--- src/rtl/seg7_scan_driver.sv ---
// seg7_scan_driver
// Time-multiplexed seven-segment driver. A binary value handed over on a
// load/ready handshake is converted to BCD one bit per cycle (shift-add-3).
// The finished BCD digits are scanned one at a time onto a shared segment bus.
// The scan supports per-digit blanking, leading-zero suppression and
// selectable output polarity.
module seg7_scan_driver #(
    parameter int BIN_W      = 16,
    parameter int NUM_DIGITS = 8,
    parameter int SCAN_DIV   = 1000,
    parameter bit ACTIVE_LOW = 1'b1
) (
    input  logic                  clock,
    input  logic                  reset,
    input  logic [BIN_W-1:0]      value,
    input  logic                  load,
    output logic                  ready,
    output logic                  busy,
    input  logic                  suppress_zeros,
    input  logic [NUM_DIGITS-1:0] blank,
    output logic [6:0]            segment,
    output logic [NUM_DIGITS-1:0] digit_sel
);

    // ------------------------------------------------------------------
    // Derived sizes and constants
    // ------------------------------------------------------------------
    localparam int BCD_W  = 4 * NUM_DIGITS;
    localparam int WORK_W = BCD_W + BIN_W;
    localparam int ITER_W = $clog2(BIN_W + 1);
    localparam int PRE_W  = $clog2(SCAN_DIV);
    localparam int IDX_W  = $clog2(NUM_DIGITS);

    localparam real LOG2_10 = 3.321928094887362;

    localparam logic [6:0]            SEG_OFF = ACTIVE_LOW ? 7'h7F : 7'h00;
    localparam logic [NUM_DIGITS-1:0] SEL_OFF = ACTIVE_LOW ? {NUM_DIGITS{1'b1}}
                                                           : {NUM_DIGITS{1'b0}};

    // Elaboration-time sanity checks on the parameter set.
    generate
        if (NUM_DIGITS < 2) begin : g_bad_num_digits
            $error("seg7_scan_driver: NUM_DIGITS must be at least 2");
        end
        if (SCAN_DIV < 2) begin : g_bad_scan_div
            $error("seg7_scan_driver: SCAN_DIV must be at least 2");
        end
        // 2^BIN_W <= 10^NUM_DIGITS  <=>  BIN_W <= NUM_DIGITS * log2(10)
        if (real'(BIN_W) > real'(NUM_DIGITS) * LOG2_10) begin : g_bad_bin_w
            $error("seg7_scan_driver: BIN_W too wide for NUM_DIGITS decimal digits");
        end
    endgenerate

    // ------------------------------------------------------------------
    // Segment decode, active-high gfedcba
    // ------------------------------------------------------------------
    function automatic logic [6:0] seg7_decode(input logic [3:0] nib);
        logic [6:0] pat;
        case (nib)
            4'd0:    pat = 7'b0111111;
            4'd1:    pat = 7'b0000110;
            4'd2:    pat = 7'b1011011;
            4'd3:    pat = 7'b1001111;
            4'd4:    pat = 7'b1100110;
            4'd5:    pat = 7'b1101101;
            4'd6:    pat = 7'b1111101;
            4'd7:    pat = 7'b0000111;
            4'd8:    pat = 7'b1111111;
            4'd9:    pat = 7'b1100111;
            default: pat = 7'b0000000;
        endcase
        return pat;
    endfunction

    // ------------------------------------------------------------------
    // Conversion engine state
    // ------------------------------------------------------------------
    typedef enum logic [0:0] {
        ST_IDLE    = 1'b0,
        ST_CONVERT = 1'b1
    } state_t;

    state_t              state_q, state_d;
    // {bcd accumulator, binary remainder}, shifted left once per iteration
    logic [WORK_W-1:0]   work_q, work_d;
    logic [ITER_W-1:0]   iter_q, iter_d;
    logic [BCD_W-1:0]    disp_q, disp_d;

    logic [WORK_W-1:0]   work_adj;
    logic [WORK_W-1:0]   work_shift;

    // One double-dabble iteration: add 3 to every BCD nibble >= 5, then shift.
    always_comb begin
        work_adj = work_q;
        for (int n = 0; n < NUM_DIGITS; n++) begin
            if (work_q[BIN_W + 4*n +: 4] >= 4'd5) begin
                work_adj[BIN_W + 4*n +: 4] = work_q[BIN_W + 4*n +: 4] + 4'd3;
            end
        end
        work_shift = work_adj << 1;
    end

    // Conversion FSM: next state, working register and display register update.
    always_comb begin
        // NOTE: every output gets a default first so no path can infer a latch.
        state_d = state_q;
        work_d  = work_q;
        iter_d  = iter_q;
        disp_d  = disp_q;
        case (state_q)
            ST_IDLE: begin
                if (load) begin
                    work_d  = {{BCD_W{1'b0}}, value};
                    iter_d  = '0;
                    state_d = ST_CONVERT;
                end
            end
            ST_CONVERT: begin
                work_d = work_shift;
                iter_d = iter_q + ITER_W'(1);
                if (iter_q == ITER_W'(BIN_W - 1)) begin
                    disp_d  = work_shift[WORK_W-1 -: BCD_W];
                    state_d = ST_IDLE;
                end
            end
            default: begin
                state_d = ST_IDLE;
            end
        endcase
    end

    // Conversion FSM and display register flops.
    always_ff @(posedge clock) begin
        // NOTE: non-blocking assignments keep every flop sampling pre-edge values.
        if (reset) begin
            state_q <= ST_IDLE;
            work_q  <= '0;
            iter_q  <= '0;
            // NOTE: the display register must be reset so an aborted
            // conversion can never leave stale or partial digits on show.
            disp_q  <= '0;
        end else begin
            state_q <= state_d;
            work_q  <= work_d;
            iter_q  <= iter_d;
            disp_q  <= disp_d;
        end
    end

    assign busy  = (state_q == ST_CONVERT);
    assign ready = ~busy;

    // ------------------------------------------------------------------
    // Scan timing: prescaler and digit index
    // ------------------------------------------------------------------
    logic [PRE_W-1:0] pre_q, pre_d;
    logic [IDX_W-1:0] idx_q, idx_d;
    logic             pre_wrap;

    // Prescaler counts 0..SCAN_DIV-1; each wrap steps the digit index.
    always_comb begin
        pre_wrap = (pre_q == PRE_W'(SCAN_DIV - 1));
        pre_d    = pre_wrap ? '0 : pre_q + PRE_W'(1);
        idx_d    = idx_q;
        if (pre_wrap) begin
            idx_d = (idx_q == IDX_W'(NUM_DIGITS - 1)) ? '0 : idx_q + IDX_W'(1);
        end
    end

    // Prescaler and digit index flops.
    always_ff @(posedge clock) begin
        if (reset) begin
            pre_q <= '0;
            idx_q <= '0;
        end else begin
            pre_q <= pre_d;
            idx_q <= idx_d;
        end
    end

    // ------------------------------------------------------------------
    // Digit rendering and output registers
    // ------------------------------------------------------------------
    logic [NUM_DIGITS-1:0] upper_zero;   // nibbles i..NUM_DIGITS-1 all zero
    logic [3:0]            cur_nib;
    logic                  cur_hidden;
    logic [6:0]            cur_pat;
    logic [NUM_DIGITS-1:0] cur_onehot;
    logic [6:0]            seg_d, seg_q;
    logic [NUM_DIGITS-1:0] sel_d, sel_q;

    // Render the current digit from the display register and live controls.
    always_comb begin
        upper_zero                 = '0;
        upper_zero[NUM_DIGITS-1]   = (disp_q[BCD_W-1 -: 4] == 4'd0);
        for (int n = NUM_DIGITS - 2; n >= 0; n--) begin
            upper_zero[n] = upper_zero[n+1] && (disp_q[4*n +: 4] == 4'd0);
        end

        cur_nib    = disp_q[4*idx_q +: 4];
        // Digit 0 is never zero-suppressed so a value of 0 still shows "0".
        cur_hidden = blank[idx_q] ||
                     (suppress_zeros && (idx_q != '0) && upper_zero[idx_q]);
        cur_pat    = cur_hidden ? 7'b0000000 : seg7_decode(cur_nib);

        cur_onehot         = '0;
        cur_onehot[idx_q]  = 1'b1;

        seg_d = ACTIVE_LOW ? ~cur_pat    : cur_pat;
        sel_d = ACTIVE_LOW ? ~cur_onehot : cur_onehot;
    end

    // Registered segment and digit-select outputs.
    always_ff @(posedge clock) begin
        if (reset) begin
            seg_q <= SEG_OFF;
            sel_q <= SEL_OFF;
        end else begin
            seg_q <= seg_d;
            sel_q <= sel_d;
        end
    end

    assign segment   = seg_q;
    assign digit_sel = sel_q;

endmodule

--- config.mk ---
export PLATFORM = sky130hd
export DESIGN_NAME = seg7_scan_driver
export DESIGN_NICKNAME = d
export VERILOG_FILES = /design/src/rtl/seg7_scan_driver.sv
export SDC_FILE = /design/constraint.sdc
export NUM_CORES = 1
export LEC_CHECK = 0
export BUFFER_PORTS_ARGS = -buffer_cell sky130_fd_sc_hd__buf_4
export CAP_MARGIN = 20
export CORE_MARGIN = 4
export CORE_UTILIZATION = 30
export DETAILED_ROUTE_END_ITERATION = 12
export PLACE_DENSITY_LB_ADDON = 0.15
export REMOVE_ABC_BUFFERS = 1
export SYNTH_ARGS = -nofsm -noshare
export SYNTH_HDL_FRONTEND = slang
export SYNTH_SLANG_ARGS = --single-unit
--- constraint.sdc ---
create_clock -name clock -period 6.1 [get_ports clock]
set_clock_uncertainty 0.1 [all_clocks]
set_input_delay 0.61 -clock clock [delete_from_list [all_inputs] [get_ports clock]]
set_output_delay 0.61 -clock clock [all_outputs]
set_load 0.05 [all_outputs]
Word level (Yosys, flattened, before mapping)
Memories as Yosys holds them, arrays and structs flattened. Index checks and enable logic that the tools add are counted.

Equal/unequal tests: 4. Reduce and logical (&&, ||, !) cells: 22. Magnitude comparators: 10. Add/sub/neg operators: 11. Shift operators: 1. Muxes and demuxes: 23. Bitwise operators: 3.

Operators with widths (number): 48-bit one-hot mux with 2 select lines (1); 48-bit 2-to-1 mux (1); 4-bit by 3-bit greater-or-equal comparator with 1-bit output, second input constant (8); 4-bit zero test (8); 32-bit by 6-bit variable part select with 4-bit output (1); 4-bit by 2-bit adder with 4-bit output, second input constant (7); 4-bit 2-to-1 mux (7); 10-bit by 1-bit adder with 10-bit output, second input constant (1); 10-bit equality test, second input constant (1); 1-bit logical AND (10); 5-bit one-hot mux with 2 select lines (1); 8-bit NOT (1); 7-bit 2-to-1 mux (1); 7-bit NOT (1); 1-bit binary-select mux with 3-bit select (2); 3-bit 2-to-1 mux (2); 5-bit by 1-bit adder with 5-bit output, second input constant (1); 5-bit by 4-bit equality test with 1-bit output, second input constant (1); 1-bit 2-to-1 mux (5); 5-bit 2-to-1 mux (1); 3-bit by 4-bit less-than comparator with 1-bit output, second input constant (1); 3-bit by 1-bit adder with 3-bit output, second input constant (1); 3-bit by 2-bit adder with 3-bit output, second input constant (1); 1-bit demux with 3-bit select (1); other kinds (9) (9).

Register bits: 114. Memory bits (read-only): 112. Input port bits: 28. Memories: 1. Word-level logic and storage cells: 83. Output and inout bits: 17.

Memory list: (no name shown) (depth 16, bits a word 7, rd ports 1, clocked after memory_dff 0, write ports 0, line 59) `case (nib)`.

Depth between registers and ports, before layout
Depth after elaboration: 14. Gate-level depth with buffers: 10. Gate-level depth less buffers: 8.

Worst setup path after synthesis
Ideal clock, no wire load.

Kind: reg2reg. From: reg idx_q[0]. To: reg seg_q[3] (netlist: segment[3]). Stages on the path, launching flop included: 10. Data arrival time: 2.152 ns. Library setup time: 0.148 ns. Setup slack: 3.700 ns. Data required time: 5.852 ns. Period minus slack after synthesis: 2.400 ns. Path buffers: 2. Path through: dfxtp_1 -> buf_6 -> buf_6 -> mux4_2 -> mux2i_1 -> inv_1 -> ha_1 -> mux2_1 -> nor2_1 -> o211ai_1.

Cells in the longest elaborated chain, start to end: 6.

RTL lines: from (decl) (line 157) `logic [IDX_W-1:0] idx_q, idx_d;`; from (signal assigned) (line 177) `idx_q <= idx_d;`; parallel branches: the longest is 4 deep, another holds memory read 16 x 7 bit; 7-bit 2-to-1 mux (*) (line 204) `cur_pat = cur_hidden ? 7'b0000000 : seg7_decode(cur_nib);`; 7-bit NOT (*) (line 209) `seg_d = ACTIVE_LOW ? ~cur_pat : cur_pat;`; to (signal assigned) (line 219) `seg_q <= seg_d;`; to (decl) (line 189) `logic [6:0] seg_d, seg_q;`.

Mark *: on every way between the ends. The select of a mux whose other input is x is not followed. A chain may end at the register's enable or synchronous reset.

Worst setup path after layout
Ends and elaborated chain as after synthesis.

==> out/results.ini <==
[critical_path]
r2r_start = idx_q[0]
crit_type = reg -> reg
worstPathArrival_ns = 3.16
cp_max_fo = 20
worst_r2r_endpoint = segment[3]
rr_worst_depth = 7
rrSetupSlack_ns = 3.10
end_kind = flop
cp_data_required_time_ns = 6.25
start_kind = flop

[cts]
cts_resized = 0
cts-root-buf = clkbuf_16
cts_tree = built
h-tree-depth = 4
cts.sinks = 114
clockBufferDepth = 2
holdBufCountCts = 0
clk_latency_ns = 0.41
cts_buffers = 17
clk_pin_slew_ns = 0.05
cts_setup_buffers = 0

[timing]
holdWs_ns = 0.342
hold_viol = 0
tns_ns = 0
maxSlewViolCount = 0
min_period_ns = 3.00
rsz0062_at_grt = false
min_period_over_period_pct = 49.3
slew_headroom_pct = 32.6
fmax_mhz = 333
setup_viol = 0
worstMarginPinSlew_ns = 1.01

[grt]
grt_pass1_vias = 4428
grt.total_usage_pct = 12.4
antenna_found_initial = 0
overflow = 0
grt_max_degree = 96
grt_pass1_wl_um = 21500

[hold_path]
worstHoldStart = pre_q[0]
hold_end = pre_q[0]
hp-class = reg -> reg
hold_depth = 1

[floorplan]
core.rowCount = 49
num_io_pins = 45
die_w_um = 145
die_area_um2 = 21100
die_height_um = 145
start_util_pct = 31.0
core-area_um2 = 18200

[yosys]
syn_inst = 668
yosysTopAreaCell = dfxtp_1
avgSynthCellArea_um2 = 8.45
yosysUniqueCellTypes = 45
synth-edff-count = 0
synthTopCellsByArea = dfxtp_1 40%, nor2_1 7.2%, a21oi_1 7.2%
post_synth_instance_area_um2 = 5650
synthFlopType = dfxtp_1
synth_top_area_share_pct = 40.4
synth_seq_cells = 114
yosysSeqAreaShare_pct = 40.4
ys_warn_count = 0
synthArstFlopShare_pct = 0

[route]
via_count = 4598
viasPerCell = 4.92
postRouteAntennaNets = 0
routed_wl_um = 12700
routedWlPerCell_um = 13.6
dr.pass1.iters = 4
drc_errors = 0
highest_layer = met4
wl_met2_um = 5750
route.met3.wl_um = 534
met1Wirelength_um = 6160
drt_iter0_drc = 199

[finish]
synthToLayoutAreaGrowth_pct = 19.1
drive_above_1_share_pct = 14.3
antenna_cells = 0
final_area_um2 = 6720
nets = 749
layout_commonest_cell = dfxtp_1
final_cell_mix = 113 x dfxtp_1, 109 x nor2_1, 81 x a21oi_1
fin_cells = 935
utilization_pct = 36.9

[power]
powerDensity_nw_per_um2 = 284
ir_drop_mv = 0.182
p_comb_share_pct = 5.3
p_clk_share_pct = 54.7
p_leak_nw = 2.56
switching_share_pct = 21.9
power_frac_seq_pct = 40.0
p_int_w = 0.00149
net-switching-power_w = 0.000417

[placed_design]
dp_hpwl_um = 8350
port_buffers = 44
dpl_cell_area_um2 = 6110
place.gp.congestion = 0.795
dp.cells = 904

[run]
cap_violations = 0

[status]
outcome = complete, no violations

-- state kept, by name, summed over array words and instances, names as in the netlist --
| signal | count |
|---|---|
| disp_q | 32 |
| work_q | 48 |
| iter_q | 5 |
| busy | 1 |
| pre_q | 10 |
| idx_q | 3 |
| segment | 7 |
| digit_sel | 8 |
-- stage by stage --
| stage | setup slack (ns) | total power [W] |
|---|---|---|
| floorplan | 1.76 | 0.000833 |
| global placement | 3.16 | 0.000882 |
| detailed placement | 3.07 | 0.000883 |
| CTS | 3.06 | 0.00194 |
| global route | 2.68 | 0.00198 |
| finish | 3.10 | 0.00191 |
-- how the worst max path moves through the flow --
stage             start         end  slack [ns]  depth (start not counted)
2_1_floorplan      busy  work_q[19]        1.76                          4
3_3_place_gp   idx_q[0]  segment[3]        3.16                          7
3_5_place_dp   idx_q[0]  segment[3]        3.07                          7
4_1_cts        idx_q[0]  segment[3]        3.06                          7
5_1_grt        idx_q[0]  segment[3]        2.68                          7
6_report       idx_q[0]  segment[3]        3.10                          7
-- logic make-up after synthesis --
| logic type | share of synthesized area [%] |
|---|---|
| AO/OA/AOI/OAI | 14.0 |
| XOR/XNOR | 2.79 |
| adder cells (fa/ha/maj) | 5.98 |
| buffers and inverters | 4.79 |
| flip-flops | 40.4 |
| multiplexers | 10.4 |
| AND/OR/NAND/NOR | 21.6 |
-- per-layer routing --
| metal | GRT usage (%) | vias up |
|---|---|---|
| met5 | 0 | - |
| met4 | 5.08 | 0 |
| met3 | 3.90 | 16 |
| met2 | 19.7 | 74 |
| met1 | 15.6 | 2132 |
| li1 | - | 2376 |
-- synthesized netlist by cell type, types with 3 or more instances --
| cell type | instances |
|---|---|
| dfxtp_1 | 114 |
| nor2_1 | 109 |
| a21oi_1 | 81 |
| nand2_1 | 62 |
| clkbuf_1 | 28 |
| mux2i_1 | 28 |
| nor3_1 | 28 |
| ha_1 | 27 |
| inv_1 | 24 |
| nor3b_1 | 19 |
| nand3_1 | 17 |
| o21ai_0 | 16 |
| xnor2_1 | 15 |
| nand2b_1 | 11 |
| mux4_2 | 10 |
| a311oi_1 | 8 |
| a211oi_1 | 7 |
| nor4_1 | 7 |
| o21ba_2 | 7 |
| buf_1 | 5 |
| and3_1 | 4 |
| and2_1 | 3 |
| buf_2 | 3 |
| buf_6 | 3 |
| nand4_1 | 3 |
| o21ai_1 | 3 |
| xor2_1 | 3 |
-- cell type report --
class,instances,area (um^2)
well taps,229,287
fillers,1835,11500
flip-flops and latches,114,2280
clock inverters,10,158
clock buffers,21,460
multi-input cells,489,3090
repair buffers,46,345
inverters,26,97.6
-- power groups by stage --
stage | Combinational [W] | Sequential (W) | Clock [W]
final | 0.000101 | 0.000765 | 0.00104
after global routing | 0.000113 | 0.000766 | 0.00110
after CTS | 0.000103 | 0.000764 | 0.00107
after detailed placement | 0.000102 | 0.000780 | 0
after global placement | 0.000102 | 0.000780 | 0
after floorplan | 0.0000340 | 0.000799 | 0
-- worst max-delay path, cell delays in order, from the launching register on --
cell and delay [ns]:
dfxtp_1 0.93, mux4_2 0.60, mux2i_1 0.33, inv_1 0.16, ha_1 0.24, mux2_1 0.30
nor2_1 0.09, o211ai_1 0.08
Power figures use the tool's default switching activity.
